File: src/rtl/mips_lsu_pkg.sv
// Shared types and helpers for the mips_lsu load/store unit.
package mips_lsu_pkg;

    typedef enum logic [1:0] {
        LSU_IDLE   = 2'd0,
        LSU_ACCESS = 2'd1,
        LSU_RESP   = 2'd2
    } lsu_state_e;

    typedef enum logic [1:0] {
        SZ_B = 2'd0,
        SZ_H = 2'd1,
        SZ_W = 2'd2,
        SZ_D = 2'd3
    } lsu_size_e;

    // Lane mask in the low 2^lanes_log2 bits; the most significant of those bits is lane 0.
    function automatic logic [7:0] byte_en_mask(input lsu_size_e size,
                                                input logic [2:0] offset,
                                                input logic [1:0] lanes_log2);
        logic [7:0] base;
        logic [3:0] lanes;
        case (size)
            SZ_B:    base = 8'h80;
            SZ_H:    base = 8'hC0;
            SZ_W:    base = 8'hF0;
            SZ_D:    base = 8'hFF;
            default: base = 8'h00;
        endcase
        lanes = 4'd1 << lanes_log2;
        return (base >> offset) >> (4'd8 - lanes);
    endfunction

endpackage

File: src/rtl/mips_lsu_if.sv
// Core-side request/response and memory-side bus of the load/store unit.
interface mips_lsu_if #(
    parameter int XLEN  = 32,
    parameter int LANES = XLEN / 8
);
    logic             req_valid;
    logic             req_ready;
    logic             req_write;
    logic [1:0]       req_size;
    logic             req_signed;
    logic [XLEN-1:0]  req_addr;
    logic [XLEN-1:0]  req_wdata;
    logic             resp_valid;
    logic [XLEN-1:0]  resp_rdata;
    logic             resp_err;
    logic             mem_req;
    logic             mem_ack;
    logic [XLEN-1:0]  mem_addr;
    logic             mem_write_en;
    logic [LANES-1:0] mem_byte_en;   // bit LANES-1 is lane 0
    logic [XLEN-1:0]  mem_data_out;  // lane 0 is the most significant byte
    logic [XLEN-1:0]  mem_data_in;

    modport master (
        output req_valid, req_write, req_size, req_signed, req_addr, req_wdata,
        output mem_ack, mem_data_in,
        input  req_ready, resp_valid, resp_rdata, resp_err,
        input  mem_req, mem_addr, mem_write_en, mem_byte_en, mem_data_out
    );

    modport slave (
        input  req_valid, req_write, req_size, req_signed, req_addr, req_wdata,
        input  mem_ack, mem_data_in,
        output req_ready, resp_valid, resp_rdata, resp_err,
        output mem_req, mem_addr, mem_write_en, mem_byte_en, mem_data_out
    );
endinterface

File: src/rtl/mips_lsu_align.sv
// Combinational lane steering: byte enables, store replication, load extraction/extension, misalignment.
module mips_lsu_align
    import mips_lsu_pkg::*;
#(
    parameter int XLEN  = 32,
    parameter int LANES = XLEN / 8,
    localparam int OFFW = $clog2(LANES)
) (
    input  lsu_size_e        size,
    input  logic [OFFW-1:0]  offset,
    input  logic             sign_ext,
    input  logic [XLEN-1:0]  wdata,
    input  logic [XLEN-1:0]  rlanes,
    output logic [LANES-1:0] byte_en,
    output logic [XLEN-1:0]  wlanes,
    output logic [XLEN-1:0]  rdata,
    output logic             misaligned
);
    logic [OFFW-1:0] sz_m_s;
    logic [XLEN-1:0] left_s;

    // Size mask (2^size - 1) over the offset bits and the alignment check
    always_comb begin
        sz_m_s = '0;
        for (int i = 0; i < OFFW; i++) begin
            sz_m_s[i] = (size > 2'(i));
        end
        misaligned = ({1'b0, size} > 3'(OFFW)) || ((offset & sz_m_s) != '0);
        byte_en    = LANES'(byte_en_mask(size, 3'(offset), 2'(OFFW)));
    end

    // Lane i carries byte (i mod 2^size) of the big-endian store value
    always_comb begin
        wlanes = '0;
        for (int i = 0; i < LANES; i++) begin
            wlanes[XLEN-1-8*i -: 8] = wdata[{((~OFFW'(i)) & sz_m_s), 3'b000} +: 8];
        end
    end

    // Move the addressed lanes to the top, then shift down to extend
    always_comb begin
        left_s = rlanes << {offset, 3'b000};
        if (sign_ext) begin
            rdata = $signed(left_s) >>> {~sz_m_s, 3'b000};
        end else begin
            rdata = left_s >> {~sz_m_s, 3'b000};
        end
    end

endmodule

File: src/rtl/mips_lsu.sv
// Load/store unit: accepts one core request, runs one handshaked memory access, returns one response pulse.
// Build macro MIPS_LSU_TIMEOUT_EN adds an ACCESS watchdog that ends the access with an error after TIMEOUT cycles.
module mips_lsu
    import mips_lsu_pkg::*;
#(
    parameter int XLEN    = 32,
    parameter int LANES   = XLEN / 8,
    parameter int TIMEOUT = 255
) (
    input  logic      clk,
    input  logic      rst_b,
    mips_lsu_if.slave bus
);
    localparam int OFFW = $clog2(LANES);

    if ((XLEN != 32'sd32) && (XLEN != 32'sd64)) begin : g_bad_xlen
        $fatal(1, "mips_lsu: XLEN must be 32 or 64");
    end
    if (TIMEOUT < 32'sd1) begin : g_bad_timeout
        $fatal(1, "mips_lsu: TIMEOUT must be at least 1");
    end

    lsu_state_e       state_q, state_d;
    logic             req_ready_q, req_ready_d;
    logic             resp_valid_q, resp_valid_d;
    logic             resp_err_q, resp_err_d;
    logic [XLEN-1:0]  resp_rdata_q, resp_rdata_d;
    logic             mem_req_q, mem_req_d;
    logic             write_q, write_d;
    logic             sext_q, sext_d;
    lsu_size_e        size_q, size_d;
    logic [OFFW-1:0]  offset_q, offset_d;
    logic [XLEN-1:0]  mem_addr_q, mem_addr_d;
    logic [LANES-1:0] byte_en_q, byte_en_d;
    logic [XLEN-1:0]  data_out_q, data_out_d;

`ifdef MIPS_LSU_TIMEOUT_EN
    localparam int TW = ($clog2(TIMEOUT + 1) > 8) ? $clog2(TIMEOUT + 1) : 8;
    localparam logic [TW-1:0] TO_LAST = TW'(TIMEOUT - 1);
    logic [TW-1:0] timer_q, timer_d;
`endif

    lsu_size_e        al_size_s;
    logic [OFFW-1:0]  al_offset_s;
    logic             al_sext_s;
    logic [LANES-1:0] al_be_s;
    logic [XLEN-1:0]  al_wlanes_s;
    logic [XLEN-1:0]  al_rdata_s;
    logic             al_mis_s;

    // The align unit decodes the incoming request while idle and the latched one afterwards
    always_comb begin
        if (state_q == LSU_IDLE) begin
            al_size_s   = lsu_size_e'(bus.req_size);
            al_offset_s = bus.req_addr[OFFW-1:0];
            al_sext_s   = bus.req_signed;
        end else begin
            al_size_s   = size_q;
            al_offset_s = offset_q;
            al_sext_s   = sext_q;
        end
    end

    mips_lsu_align #(.XLEN(XLEN), .LANES(LANES)) u_align (
        .size       (al_size_s),
        .offset     (al_offset_s),
        .sign_ext   (al_sext_s),
        .wdata      (bus.req_wdata),
        .rlanes     (bus.mem_data_in),
        .byte_en    (al_be_s),
        .wlanes     (al_wlanes_s),
        .rdata      (al_rdata_s),
        .misaligned (al_mis_s)
    );

    // Next-state and next-output logic of the request FSM
    always_comb begin
        state_d      = state_q;
        req_ready_d  = req_ready_q;
        resp_valid_d = 1'b0;
        resp_err_d   = resp_err_q;
        resp_rdata_d = resp_rdata_q;
        mem_req_d    = mem_req_q;
        write_d      = write_q;
        sext_d       = sext_q;
        size_d       = size_q;
        offset_d     = offset_q;
        mem_addr_d   = mem_addr_q;
        byte_en_d    = byte_en_q;
        data_out_d   = data_out_q;
`ifdef MIPS_LSU_TIMEOUT_EN
        timer_d      = timer_q;
`endif
        case (state_q)
            LSU_IDLE: begin
                if (bus.req_valid) begin
                    write_d     = bus.req_write;
                    sext_d      = bus.req_signed;
                    size_d      = lsu_size_e'(bus.req_size);
                    offset_d    = bus.req_addr[OFFW-1:0];
                    mem_addr_d  = {bus.req_addr[XLEN-1:OFFW], {OFFW{1'b0}}};
                    byte_en_d   = al_be_s;
                    data_out_d  = al_wlanes_s;
                    req_ready_d = 1'b0;
                    if (al_mis_s) begin
                        state_d      = LSU_RESP;
                        resp_valid_d = 1'b1;
                        resp_err_d   = 1'b1;
                        resp_rdata_d = '0;
                    end else begin
                        state_d   = LSU_ACCESS;
                        mem_req_d = 1'b1;
`ifdef MIPS_LSU_TIMEOUT_EN
                        timer_d   = '0;
`endif
                    end
                end else begin
                    state_d = LSU_IDLE;
                end
            end
            LSU_ACCESS: begin
                if (bus.mem_ack) begin
                    state_d      = LSU_RESP;
                    mem_req_d    = 1'b0;
                    resp_valid_d = 1'b1;
                    resp_err_d   = 1'b0;
                    resp_rdata_d = write_q ? '0 : al_rdata_s;
                end
`ifdef MIPS_LSU_TIMEOUT_EN
                else if (timer_q == TO_LAST) begin
                    state_d      = LSU_RESP;
                    mem_req_d    = 1'b0;
                    resp_valid_d = 1'b1;
                    resp_err_d   = 1'b1;
                    resp_rdata_d = '0;
                end else begin
                    timer_d = timer_q + TW'(1);
                end
`else
                else begin
                    state_d = LSU_ACCESS;
                end
`endif
            end
            LSU_RESP: begin
                state_d      = LSU_IDLE;
                req_ready_d  = 1'b1;
                resp_err_d   = 1'b0;
                resp_rdata_d = '0;
            end
            default: begin
                state_d      = LSU_IDLE;
                req_ready_d  = 1'b1;
                mem_req_d    = 1'b0;
                resp_err_d   = 1'b0;
                resp_rdata_d = '0;
            end
        endcase
    end

    // State and output registers
    always_ff @(posedge clk or negedge rst_b) begin
        if (!rst_b) begin
            state_q      <= LSU_IDLE;
            req_ready_q  <= 1'b1;
            resp_valid_q <= 1'b0;
            resp_err_q   <= 1'b0;
            resp_rdata_q <= '0;
            mem_req_q    <= 1'b0;
            write_q      <= 1'b0;
            sext_q       <= 1'b0;
            size_q       <= SZ_B;
            offset_q     <= '0;
            mem_addr_q   <= '0;
            byte_en_q    <= '0;
            data_out_q   <= '0;
`ifdef MIPS_LSU_TIMEOUT_EN
            timer_q      <= '0;
`endif
        end else begin
            state_q      <= state_d;
            req_ready_q  <= req_ready_d;
            resp_valid_q <= resp_valid_d;
            resp_err_q   <= resp_err_d;
            resp_rdata_q <= resp_rdata_d;
            mem_req_q    <= mem_req_d;
            write_q      <= write_d;
            sext_q       <= sext_d;
            size_q       <= size_d;
            offset_q     <= offset_d;
            mem_addr_q   <= mem_addr_d;
            byte_en_q    <= byte_en_d;
            data_out_q   <= data_out_d;
`ifdef MIPS_LSU_TIMEOUT_EN
            timer_q      <= timer_d;
`endif
        end
    end

    assign bus.req_ready    = req_ready_q;
    assign bus.resp_valid   = resp_valid_q;
    assign bus.resp_err     = resp_err_q;
    assign bus.resp_rdata   = resp_rdata_q;
    assign bus.mem_req      = mem_req_q;
    assign bus.mem_write_en = mem_req_q & write_q;
    assign bus.mem_addr     = mem_addr_q;
    assign bus.mem_byte_en  = byte_en_q;
    assign bus.mem_data_out = data_out_q;

endmodule

File: src/flat_wrapper.sv
// flat-port wrapper written by rule: the top's interface ports become plain ports
module mips_lsu_flat import mips_lsu_pkg::*;
#(
    parameter int XLEN    = 32,
    parameter int LANES   = XLEN / 8,
    parameter int TIMEOUT = 255
)
  (clk, rst_b, bus_req_valid, bus_req_write, bus_req_size, bus_req_signed, bus_req_addr, bus_req_wdata, bus_mem_ack, bus_mem_data_in, bus_req_ready, bus_resp_valid, bus_resp_rdata, bus_resp_err, bus_mem_req, bus_mem_addr, bus_mem_write_en, bus_mem_byte_en, bus_mem_data_out);
  mips_lsu_if #(.XLEN(XLEN), .LANES(LANES)) bus_i ();
  input  logic clk;
  input  logic rst_b;
  input wire logic [$bits(bus_i.req_valid)-1:0] bus_req_valid;
  input wire logic [$bits(bus_i.req_write)-1:0] bus_req_write;
  input wire logic [$bits(bus_i.req_size)-1:0] bus_req_size;
  input wire logic [$bits(bus_i.req_signed)-1:0] bus_req_signed;
  input wire logic [$bits(bus_i.req_addr)-1:0] bus_req_addr;
  input wire logic [$bits(bus_i.req_wdata)-1:0] bus_req_wdata;
  input wire logic [$bits(bus_i.mem_ack)-1:0] bus_mem_ack;
  input wire logic [$bits(bus_i.mem_data_in)-1:0] bus_mem_data_in;
  output wire logic [$bits(bus_i.req_ready)-1:0] bus_req_ready;
  output wire logic [$bits(bus_i.resp_valid)-1:0] bus_resp_valid;
  output wire logic [$bits(bus_i.resp_rdata)-1:0] bus_resp_rdata;
  output wire logic [$bits(bus_i.resp_err)-1:0] bus_resp_err;
  output wire logic [$bits(bus_i.mem_req)-1:0] bus_mem_req;
  output wire logic [$bits(bus_i.mem_addr)-1:0] bus_mem_addr;
  output wire logic [$bits(bus_i.mem_write_en)-1:0] bus_mem_write_en;
  output wire logic [$bits(bus_i.mem_byte_en)-1:0] bus_mem_byte_en;
  output wire logic [$bits(bus_i.mem_data_out)-1:0] bus_mem_data_out;
  assign bus_i.req_valid = bus_req_valid;
  assign bus_i.req_write = bus_req_write;
  assign bus_i.req_size = bus_req_size;
  assign bus_i.req_signed = bus_req_signed;
  assign bus_i.req_addr = bus_req_addr;
  assign bus_i.req_wdata = bus_req_wdata;
  assign bus_i.mem_ack = bus_mem_ack;
  assign bus_i.mem_data_in = bus_mem_data_in;
  assign bus_req_ready = bus_i.req_ready;
  assign bus_resp_valid = bus_i.resp_valid;
  assign bus_resp_rdata = bus_i.resp_rdata;
  assign bus_resp_err = bus_i.resp_err;
  assign bus_mem_req = bus_i.mem_req;
  assign bus_mem_addr = bus_i.mem_addr;
  assign bus_mem_write_en = bus_i.mem_write_en;
  assign bus_mem_byte_en = bus_i.mem_byte_en;
  assign bus_mem_data_out = bus_i.mem_data_out;
  mips_lsu #(.XLEN(XLEN), .LANES(LANES), .TIMEOUT(TIMEOUT)) u_core (.clk(clk), .rst_b(rst_b), .bus(bus_i));
endmodule
File: config.mk
export PLATFORM = sky130hd
export DESIGN_NAME = mips_lsu_flat
export DESIGN_NICKNAME = d
export VERILOG_FILES = /design/src/rtl/mips_lsu_pkg.sv /design/src/rtl/mips_lsu_if.sv /design/src/rtl/mips_lsu_align.sv /design/src/rtl/mips_lsu.sv /design/src/flat_wrapper.sv
export SDC_FILE = /design/constraint.sdc
export NUM_CORES = 1
export LEC_CHECK = 0
export ABC_CLOCK_PERIOD_IN_PS = 3000
export BUFFER_PORTS_ARGS = -buffer_cell sky130_fd_sc_hd__buf_4
export CORE_MARGIN = 2
export CORE_UTILIZATION = 45
export CTS_BUF_LIST = sky130_fd_sc_hd__clkbuf_4 sky130_fd_sc_hd__clkbuf_8
export DETAILED_ROUTE_END_ITERATION = 6
export GPL_TIMING_DRIVEN = 0
export HOLD_SLACK_MARGIN = 0.06
export PLACE_DENSITY = 0.74
export SLEW_MARGIN = 20
export SYNTH_ARGS = -nofsm -noshare
export SYNTH_HDL_FRONTEND = slang
export SYNTH_SLANG_ARGS = --single-unit
File: constraint.sdc
create_clock -name clk -period 3 [get_ports clk]
set_input_delay 0.3 -clock clk [delete_from_list [all_inputs] [get_ports clk]]
set_output_delay 0.3 -clock clk [all_outputs]
set_load 0.01 [all_outputs]
==> reports/qor.txt <==
GRT Residual Overflow - 0
violated checks - negative hold slack
Setup Crit Path Kind - reg -> reg
vias in the first global route - 5,645
share of cells above drive strength 1 - 31.4%
vias per std cell - 5.57
total CTS buffers - 9
Tot Pwr - 8.53 mW
Distinct cells, synth - 54
post-cts sizing count - 0
FF-to-FF End - u_core.bus.resp_rdata[3]$_DFFE_PN0P_
Setup TNS - 0 ns
outcome - complete, but fails checks
top cells by count, synth - 166 x nand2_1, 108 x dfrtp_1, 53 x o21ai_0, 31 x mux2i_1, 29 x nand3_1
Slew @ Worst Pin - 0.999 ns
top-count cell post-synth - nand2_1
Setup crit start kind - flop
antenna cell count - 0
CTS tree - built
area leader, netlist - dfrtp_1
VDD IR-drop max - 0.660 mV
met2 usage - 48.2%
Sink Count - 109
hold crit path type - in -> async
dominant cells by area after synthesis - dfrtp_1 47%, nand2_1 11%, mux2i_1 5.4%
R2R depth - 7
die width - 117 um
Seq cells post-synth - 109
Post-synth EDFFs - 0
register area share after synthesis - 47.7%
core area - 0.0125 mm^2
Hold WS - -0.0357 ns
IO buf count - 206
clock buffer depth - 2
Finish-stage setup viols - 0
CP Data Required Time - 3.31 ns
fin. max-slew vios - 0
initial antenna violation count - 0
first-pass GRT wire length - 29.6 mm
Initial Util - 45.7%
Skew-Pair Late Insertion Delay - 0.39 ns
Power Dens Cells - 1110 mW/mm^2
worst slack at placement - 0.418 ns
routing usage on met1 - 34.8%
Post CTS Setup Buffer Count - 0
dpl hpwl - 14.8 mm
Clock Skews - 0.0154 ns
initial DRC count - 491
Hold Fails Final Rpt - 8
Final WS setup - 0.368 ns
Max-cap violations - 0
gr busiest metal - met2
post-cts hold buffer count - 0
die area - 0.0136 mm^2
Crit. End Element - flop
via count - 5,736
GR Util met3 - 7.68%
Synth Area per Inst - 9.01 um^2
asr flop ratio synth - 100%
worst r2r src - u_core.bus.resp_valid$_DFF_PN0_
Die Ht - 117 um
Rows - 41
per-cell routed wire length - 18.5 um
H-Tree Depth - 3
worst-path fanout max - 10
global placement routability congestion - 0.945
Mapped Area - 0.00572 mm^2
Synth Instances - 635
Final Cycle Share - 87.7%
Critical Path Start - u_core.bus.resp_valid$_DFF_PN0_
minimum clock period - 2.63 ns
reg2reg setup slack - 0.37 ns
RSZ-0062 raised after global routing - false
first drt pass iteration count - 5
final WL - 19.1 mm
gr usage total - 28.7%
Residual DRC - 0
FF/Latch Area - 0.00273 mm^2
post-synth top area share - 47.2%
arrival time worst endpoint - 2.94 ns
largest net degree at the start of global routing - 110
Slew HR - 33.4%
I/O pin count - 209
Highest Clock Rate - 380 MHz
post-route non-filler standard cell count - 1,030
worst setup path endpoint - u_core.bus.resp_rdata[3]$_DFFE_PN0P_
Fill cells - 1,151
Post-Place Cells - 1,014
Reg clk slew, reported paths - 0.10 ns
dominant synthesized flop cell - dfrtp_1
CTS root buffer - clkbuf_8
Pleak - 3.94 nW
Multi-input gate area - 0.00272 mm^2
Final Net Count - 957
Area Overhead vs Synth - 34.8%
Ys Warns - 0
Final ANT Viol Nets - 0
[final cells by class]
| class | count | area share (%) |
|---|---|---|
| tap | 172 | 2.79 |
| buffer | 50 | 3.13 |
| clock inverter | 5 | 1.10 |
| timing repair buffer | 206 | 20.1 |
| inverter | 9 | 0.438 |
| sequential | 109 | 35.4 |
| clock buffer | 11 | 1.80 |
| multi-input combinational | 468 | 35.3 |
[registers in the layout, indices dropped and copies added, names as in the netlist]
register / flops
u_core.size_q: 2
u_core.offset_q: 2
u_core.bus.mem_data_out: 32
u_core.write_q: 1
u_core.state_q: 1
u_core.bus.mem_req: 1
u_core.bus.resp_rdata: 32
u_core.bus.mem_byte_en: 4
u_core.bus.resp_err: 1
u_core.bus.mem_addr: 30
u_core.sext_q: 1
u_core.bus.resp_valid: 1
u_core.bus.req_ready: 1
[logic make-up (layout without fill, tap and decap cells)]
| logic type | count (synthesis) | count (layout) | share of synthesized area (%) |
|---|---|---|---|
| AO/OA/AOI/OAI | 157 | 157 | 19.2 |
| buffers and inverters | 59 | 281 | 4.81 |
| flip-flops | 109 | 109 | 47.7 |
| multiplexers | 39 | 39 | 7.00 |
| other | 1 | 2 | 0.0656 |
| AND/OR/NAND/NOR | 270 | 270 | 21.2 |
[cells in the final DEF (no fill, tap or decap), types with 3 or more instances in the layout]
master and n:
or2_2 6, buf_6 3, a32oi_1 3, and2_1 11, nand3_1 29, nor3_1 9
clkbuf_1 21, mux2i_1 31, a221oi_1 10, o211ai_1 9, nor2_1 23, a21oi_1 18
a21o_1 8, a31oi_1 3, nand2_1 166, buf_4 210, o31ai_1 3, dfrtp_1 108
inv_1 9, buf_2 15, a211oi_1 8, nand2b_1 5, a22oi_1 8, or2_0 3
or3b_1 3, buf_1 6, clkbuf_8 9, a221o_1 15, o21ai_0 53, mux2_2 8
o32ai_1 7
[layer usage]
metal,up-vias,wire length [um]
met5,-,0
met4,0,599
met3,46,1630
met2,260,9440
met1,2759,7390
li1,2671,-
[report_power, final]
group	internal (mW)	total [mW]	switching, mW	leakage [nW]
Clock	0.492	0.998	0.506	0.111
Combinational	2.09	4.91	2.82	2.44
Sequential	2.15	2.62	0.469	1.39
Total	4.73	8.53	3.80	3.94
[through the flow]
stage	utilization, %	area, um^2
2_1_floorplan	-	5720
3_3_place_gp	59.8	7490
3_5_place_dp	59.8	7490
4_1_cts	61.6	7710
5_1_grt	61.6	7710
6_report	61.6	7710
[worst min path at each step]
| stage | start | endpoint | slack, ns | cells after the start |
|---|---|---|---|---|
| final | rst_b | u_core.bus.resp_rdata[6]$_DFFE_PN0P_ | -0.04 | 1 |
| after global routing | bus_req_addr[14] | u_core.bus.mem_addr[14]$_DFFE_PN0P_ | 0.08 | 3 |
| after CTS | rst_b | u_core.bus.resp_rdata[6]$_DFFE_PN0P_ | 0.07 | 1 |
| after detailed placement | u_core.bus.mem_data_out[27]$_DFFE_PN0P_ | u_core.bus.mem_data_out[27]$_DFFE_PN0P_ | 0.47 | 1 |
| after global placement | u_core.bus.mem_data_out[0]$_DFFE_PN0P_ | u_core.bus.mem_data_out[0]$_DFFE_PN0P_ | 0.46 | 2 |
| after floorplan | rst_b | u_core.bus.mem_addr[10]$_DFFE_PN0P_ | 0.004 | 0 |
[critical path: stages (launching register included)]
cell and delay, ns:
dfrtp_1 0.45, buf_2 0.21, buf_4 0.18, o21ai_0 0.52, nand4_2 0.43, o32ai_1 0.50, o21ai_0 0.16, o211ai_1 0.11
No activity file was read; power rests on OpenSTA's default activity.
